`src/rtl/char_pkg.sv`:
```
// Shared types and constants for the character-overlay drawing stage.
package char_pkg;

  localparam int unsigned CHAR_W    = 8;
  localparam int unsigned CHAR_H    = 16;
  localparam int unsigned TEXT_COLS = 16;
  localparam int unsigned TEXT_ROWS = 16;
  localparam int unsigned HCNT_W    = 11;
  localparam int unsigned RGB_W     = 12;

  // Text rectangle size in pixels.
  localparam int unsigned RECT_W = CHAR_W * TEXT_COLS;
  localparam int unsigned RECT_H = CHAR_H * TEXT_ROWS;

  // Cycles the side pipeline must cover: stage 0 register plus two ROM reads.
  localparam int unsigned SIDE_DEL = 3;

  typedef struct packed {
    logic [HCNT_W-1:0] vcount;
    logic              vsync;
    logic              vblnk;
    logic [HCNT_W-1:0] hcount;
    logic              hsync;
    logic              hblnk;
  } vga_timing_t;

  // Everything that has to travel alongside the ROM lookups.
  typedef struct packed {
    vga_timing_t      timing;
    logic [RGB_W-1:0] rgb;
    logic             in_rect;
    logic [2:0]       dx_lo;
  } side_t;

  // Font rows are stored MSB-first: bit 7 is the leftmost pixel.
  function automatic logic font_bit(logic [CHAR_W-1:0] row, logic [2:0] x);
    return row[3'd7 - x];
  endfunction

endpackage

```
`src/rtl/delay.sv`:
```
// Fixed-length shift-register delay line with synchronous active-high clear.
module delay #(
  parameter int unsigned WIDTH   = 8,
  parameter int unsigned CLK_DEL = 1
) (
  input  logic             clk,
  input  logic             rst,
  input  logic [WIDTH-1:0] d,
  output logic [WIDTH-1:0] q
);

  logic [WIDTH-1:0] stage [CLK_DEL];

  // Shift chain; reset clears every stage so no stale data survives a flush.
  always_ff @(posedge clk) begin
    if (rst) begin
      for (int i = 0; i < int'(CLK_DEL); i++) begin
        stage[i] <= '0;
      end
    end else begin
      stage[0] <= d;
      for (int i = 1; i < int'(CLK_DEL); i++) begin
        stage[i] <= stage[i-1];
      end
    end
  end

  assign q = stage[CLK_DEL-1];

endmodule

```
`src/rtl/draw_rect_char.sv`:
```
// Character-ROM initiator: overlays a 16x16-character text rectangle on a VGA
// stream. Issues char_xy/char_line, consumes the font row two cycles later, and
// delays timing and colour so every output lags the inputs by 4 clocks.
// Optional build macro DRAW_RECT_CHAR_BG_EN: fill unset font pixels inside the
// rectangle with BG_COLOR instead of passing the incoming colour.
module draw_rect_char
  import char_pkg::*;
#(
  parameter logic [HCNT_W-1:0] XPOS       = 11'd48,
  parameter logic [HCNT_W-1:0] YPOS       = 11'd64,
  parameter logic [RGB_W-1:0]  TEXT_COLOR = 12'hFF0,
  parameter logic [RGB_W-1:0]  BG_COLOR   = 12'h008
) (
  input  logic              clk,
  input  logic              rst,
  input  logic [HCNT_W-1:0] vcount_in,
  input  logic              vsync_in,
  input  logic              vblnk_in,
  input  logic [HCNT_W-1:0] hcount_in,
  input  logic              hsync_in,
  input  logic              hblnk_in,
  input  logic [RGB_W-1:0]  rgb_in,
  output logic [7:0]        char_xy,
  output logic [3:0]        char_line,
  input  logic [7:0]        char_pixels,
  output logic [HCNT_W-1:0] vcount_out,
  output logic              vsync_out,
  output logic              vblnk_out,
  output logic [HCNT_W-1:0] hcount_out,
  output logic              hsync_out,
  output logic              hblnk_out,
  output logic [RGB_W-1:0]  rgb_out
);

`ifdef DRAW_RECT_CHAR_BG_EN
  localparam bit BG_EN = 1'b1;
`else
  localparam bit BG_EN = 1'b0;
`endif

  // One spare bit so XPOS+RECT_W near the top of the counter range cannot wrap.
  localparam logic [HCNT_W:0] RECT_W_EXT = (HCNT_W+1)'(RECT_W);
  localparam logic [HCNT_W:0] RECT_H_EXT = (HCNT_W+1)'(RECT_H);
  localparam logic [HCNT_W:0] X_LO = {1'b0, XPOS};
  localparam logic [HCNT_W:0] Y_LO = {1'b0, YPOS};
  localparam logic [HCNT_W:0] X_HI = X_LO + RECT_W_EXT;
  localparam logic [HCNT_W:0] Y_HI = Y_LO + RECT_H_EXT;

  logic [HCNT_W:0] h_ext;
  logic [HCNT_W:0] v_ext;
  logic            in_rect;
  logic [6:0]      dx;     // offset within the 128-pixel-wide rectangle
  logic [7:0]      dy;     // offset within the 256-line-tall rectangle

  side_t           side_in;
  side_t           side_d;
  logic [$bits(side_t)-1:0] side_q_vec;

  logic             pix_set;
  logic [RGB_W-1:0] rgb_next;

  // Rectangle hit test and in-rectangle offsets; offsets are only consumed
  // when in_rect, so the wrap for pixels left of/above the box is harmless.
  always_comb begin
    h_ext   = {1'b0, hcount_in};
    v_ext   = {1'b0, vcount_in};
    in_rect = (h_ext >= X_LO) && (h_ext < X_HI) &&
              (v_ext >= Y_LO) && (v_ext < Y_HI) &&
              !hblnk_in && !vblnk_in;
    dx      = 7'(hcount_in - XPOS);
    dy      = 8'(vcount_in - YPOS);
  end

  // Stage 0: character address and line to the ROMs, zero outside the box.
  always_ff @(posedge clk) begin
    if (rst || !in_rect) begin
      char_xy   <= 8'h00;
      char_line <= 4'h0;
    end else begin
      char_xy   <= {dx[6:3], dy[7:4]};
      char_line <= dy[3:0];
    end
  end

  // Bundle the values that must line up with the returning font row.
  always_comb begin
    side_in.timing.vcount = vcount_in;
    side_in.timing.vsync  = vsync_in;
    side_in.timing.vblnk  = vblnk_in;
    side_in.timing.hcount = hcount_in;
    side_in.timing.hsync  = hsync_in;
    side_in.timing.hblnk  = hblnk_in;
    side_in.rgb           = rgb_in;
    side_in.in_rect       = in_rect;
    side_in.dx_lo         = dx[2:0];
  end

  delay #(
    .WIDTH  ($bits(side_t)),
    .CLK_DEL(SIDE_DEL)
  ) u_side_delay (
    .clk(clk),
    .rst(rst),
    .d  (side_in),
    .q  (side_q_vec)
  );

  assign side_d = side_t'(side_q_vec);

  // Colour selection against the font row that arrives this cycle.
  always_comb begin
    pix_set  = font_bit(char_pixels, side_d.dx_lo);
    rgb_next = side_d.rgb;
    if (side_d.in_rect) begin
      if (pix_set) begin
        rgb_next = TEXT_COLOR;
      end else if (BG_EN) begin
        rgb_next = BG_COLOR;
      end
    end
  end

  // Output register: timing and colour leave together.
  always_ff @(posedge clk) begin
    if (rst) begin
      vcount_out <= '0;
      vsync_out  <= 1'b0;
      vblnk_out  <= 1'b0;
      hcount_out <= '0;
      hsync_out  <= 1'b0;
      hblnk_out  <= 1'b0;
      rgb_out    <= '0;
    end else begin
      vcount_out <= side_d.timing.vcount;
      vsync_out  <= side_d.timing.vsync;
      vblnk_out  <= side_d.timing.vblnk;
      hcount_out <= side_d.timing.hcount;
      hsync_out  <= side_d.timing.hsync;
      hblnk_out  <= side_d.timing.hblnk;
      rgb_out    <= rgb_next;
    end
  end

endmodule

```
`config.mk`:
```
export PLATFORM = sky130hd
export DESIGN_NAME = draw_rect_char
export DESIGN_NICKNAME = d
export VERILOG_FILES = /design/src/rtl/char_pkg.sv /design/src/rtl/delay.sv /design/src/rtl/draw_rect_char.sv
export SDC_FILE = /design/constraint.sdc
export NUM_CORES = 1
export LEC_CHECK = 0
export ABC_AREA = 1
export CORE_UTILIZATION = 45
export CTS_CLUSTER_DIAMETER = 50
export DETAILED_ROUTE_END_ITERATION = 10
export DONT_BUFFER_PORTS = 1
export PLACE_DENSITY_LB_ADDON = 0.15
export SYNTH_ARGS = -nofsm -noshare
export SYNTH_HDL_FRONTEND = slang
export SYNTH_SLANG_ARGS = --single-unit
```
`constraint.sdc`:
```
create_clock -name clk -period 1.5 [get_ports clk]
set_input_delay 0.375 -clock clk [delete_from_list [all_inputs] [get_ports clk]]
set_output_delay 0.375 -clock clk [all_outputs]
set_load 0.05 [all_outputs]
```
==> out/metrics.yaml <==
setup_path:
  arrival_ns: 1.00
  r2r_slack_ns: 0.16
  end_kind: "output pin"
  cp.depth: 0
  r2r-start: "u_side_delay.stage[0][102]"
  required_ns: 1.12
  cp_max_fo: 1
  ff2ff_path_depth: 7
  r2r_end: "rgb_out[2]"
  path_class: "flip-flop to output pin"
  worstSetupStartpointType: "flip-flop"
finish:
  fillerInstances: 894
  final_cell_mix: "inv_1 (160), nor2_1 (150), dfxtp_1 (117), dlygate4sd3_1 (113), dfxtp_2 (50)"
  final_util: 0.6520
  diodes: 0
  final_cells: 818
  fin_nets: 719
  final_common_cell: "inv_1"
  syn_to_final_growth_pct: 38.04
  drive_above_1_share: 0.1452
die:
  initial_utilization: 0.4723
  die_w_um: 107.0
  rows: 37
  core_area_um2: 10510
  ios: 98
  die_area_um2: 11450
  fp.dieH_um: 107.0
sta:
  slew_viol_final: 0
  finalSetupViolCount: 0
  fin_setup_tns_ns: 0
  period_minus_slack_ns: 1.373
  fmax_ghz: 0.7285
  hold_violations: 0
  slew_headroom: 0.8185
  finalCritPeriodShare: 0.9151
  rsz0062_at_grt: "false"
  worst_slew_pin_slew_ns: 0.2722
  finClkSkew_ns: 0.009848
synthesis:
  yosysWarningCount: 0
  syn_area_um2: 4964
  synth_area_leaders: "dfxtp_1 (67%), inv_1 (12%), nor2_1 (11%), nor3_2 (1.8%), nand2_1 (1.1%)"
  netlist.area_leader.share: 0.6736
  synth_nets: 604
  syn-instance-count: 554
  synth_edf_count: 0
  synth_seq_cells: 167
  synth_largest_area_cell: "dfxtp_1"
  ys_async_sr_fraction: 0
  yosysUniqueCellTypes: 22
  synth.avg_cell_area_um2: 8.959
  ys.flop_type: "dfxtp_1"
  yosysSeqAreaShare: 0.6736
cts:
  cts_tree: "done"
  numCtsBuffers: 17
  htreeDepth: 4
  root_buffer: "clkbuf_8"
  clk_path_buf_depth: 2
  cts.sinks: 167
  path_clk_slew_ns: 0.07
  insertion_delay_ns: 0.51
hold_path:
  hold_class: "input port to flip-flop"
  hp-start: "hcount_in[0]"
  min_to: "u_side_delay.stage[0][18]"
  whs_path_depth: 2
route:
  via_count: 3339
  ant_nets: 0
  wl_per_cell_um: 10.60
  via_per_inst: 4.082
  drc_errors: 0
  drt-total-wl_um: 8674
  drtPass1Iterations: 4
  drt_iter0_markers: 142
global_route:
  grt_pass1_wl_um: 14690
  grt_util_all_layers: 0.1660
  grt.overflow.total: 0
  grt_max_degree: 96
  antenna_found_initial: 0
  grt_pass1_vias: 3274
run_status:
  outcome: "complete, no violations"
power:
  power.density_nw_per_um2: 1353
  power.leakage_nw: 3.221
  peakVddDrop_uv: 786.7
flow_run:
  maxCapViolations: 0
placement:
  hpwl_um: 4710
  place_inst: 672
  gp_congestion: 0.7451
  port_buffers: 0
synthesized netlist by cell type (2+ instances only):
| cell type | count |
|---|---|
| nor2_1 | 150 |
| nand3_1 | 6 |
| dfxtp_1 | 167 |
| buf_2 | 10 |
| a21oi_1 | 8 |
| clkbuf_1 | 6 |
| nor3_2 | 9 |
| nand2_1 | 15 |
| nand3_2 | 3 |
| buf_6 | 2 |
| ha_1 | 2 |
| nor3_1 | 3 |
| inv_1 | 160 |
| o21ai_1 | 3 |
| nand4_1 | 3 |
what timing repair did:
item                                    4_1_cts  5_1_grt
endpoints found under the hold margin       153        0
endpoints found under the setup margin       50        4
hold buffers                                114        0
buffers inserted                              0        0
gates cloned                                  0        0
gates resized for setup                      50        2
layout make-up:
class	count	area, µm²	share of cell area
sequential	167	3406	0.4971
multi-input combinational	205	917.1	0.1339
inverter	163	613.1	0.08948
timing repair buffer	115	1166	0.1702
clock buffer	18	417.9	0.06099
tap	136	170.2	0.02484
clock inverter	14	161.4	0.02356
sequential cells by signal, indices dropped and copies added, names as in the netlist:
name                flops
char_line               4
char_xy                 8
hblnk_out               1
hcount_out             11
hsync_out               1
rgb_out                12
u_side_delay.stage    117
vblnk_out               1
vcount_out             11
vsync_out               1
how the worst max path moves through the flow:
| stage | startpoint | slack [ns] | to |
|---|---|---|---|
| after floorplan | vcount_in[7] | 0.29 | char_xy[3] |
| after global placement | u_side_delay.stage[0][102] | 0.12 | rgb_out[1] |
| after detailed placement | vcount_in[7] | 0.08 | char_xy[2] |
| after CTS | char_line[3] | 0.1 | char_line[3] |
| after global routing | u_side_delay.stage[0][102] | 0.03 | rgb_out[3] |
| final | char_line[3] | 0.13 | char_line[3] |
cell families (layout without fill, tap and decap cells):
group,Yosys count,after routing,synth area share
adders and majority gates,2,2,0.005041
xor gates and xnor gates,1,1,0.001765
DFF,167,167,0.6736
buffers and inverters,182,310,0.1442
AOI/OAI and AO/OA,11,11,0.01109
and+or+nand+nor,191,191,0.1644
report_power, final:
part           total, W  switching [W]  internal (W)
combinational  0.000389       0.000174      0.000215
sequential      0.00468      0.0000997       0.00458
clock           0.00420        0.00179       0.00242
total           0.00927        0.00206       0.00721
metrics by stage:
stage | area, µm² | setup slack [ns] | hold WS (ns) | power [W]
CTS | 6839 | 0.09797 | 0.001403 | 0.009344
global placement | 5039 | 0.1158 | 0.3892 | 0.004966
floorplan | 4964 | 0.2947 | 0.3883 | 0.004981
detailed placement | 5039 | 0.07804 | 0.3920 | 0.004973
finish | 6852 | 0.1273 | 0.02257 | 0.009267
global route | 6852 | 0.02695 | 0.01332 | 0.009657
routing by layer:
| metal | global-route usage | part of all wire | vias to the layer above | routed length (µm) |
|---|---|---|---|---|
| met3 | 0.06687 | 0.056 | 15 | 490 |
| met4 | 0.05773 | 0.015 | 0 | 130 |
| met2 | 0.2724 | 0.47 | 89 | 4054 |
| li1 | - | - | 1774 | - |
| met5 | 0 | 0 | - | 0 |
| met1 | 0.1962 | 0.46 | 1461 | 3999 |
Power figures use the tool's default switching activity.
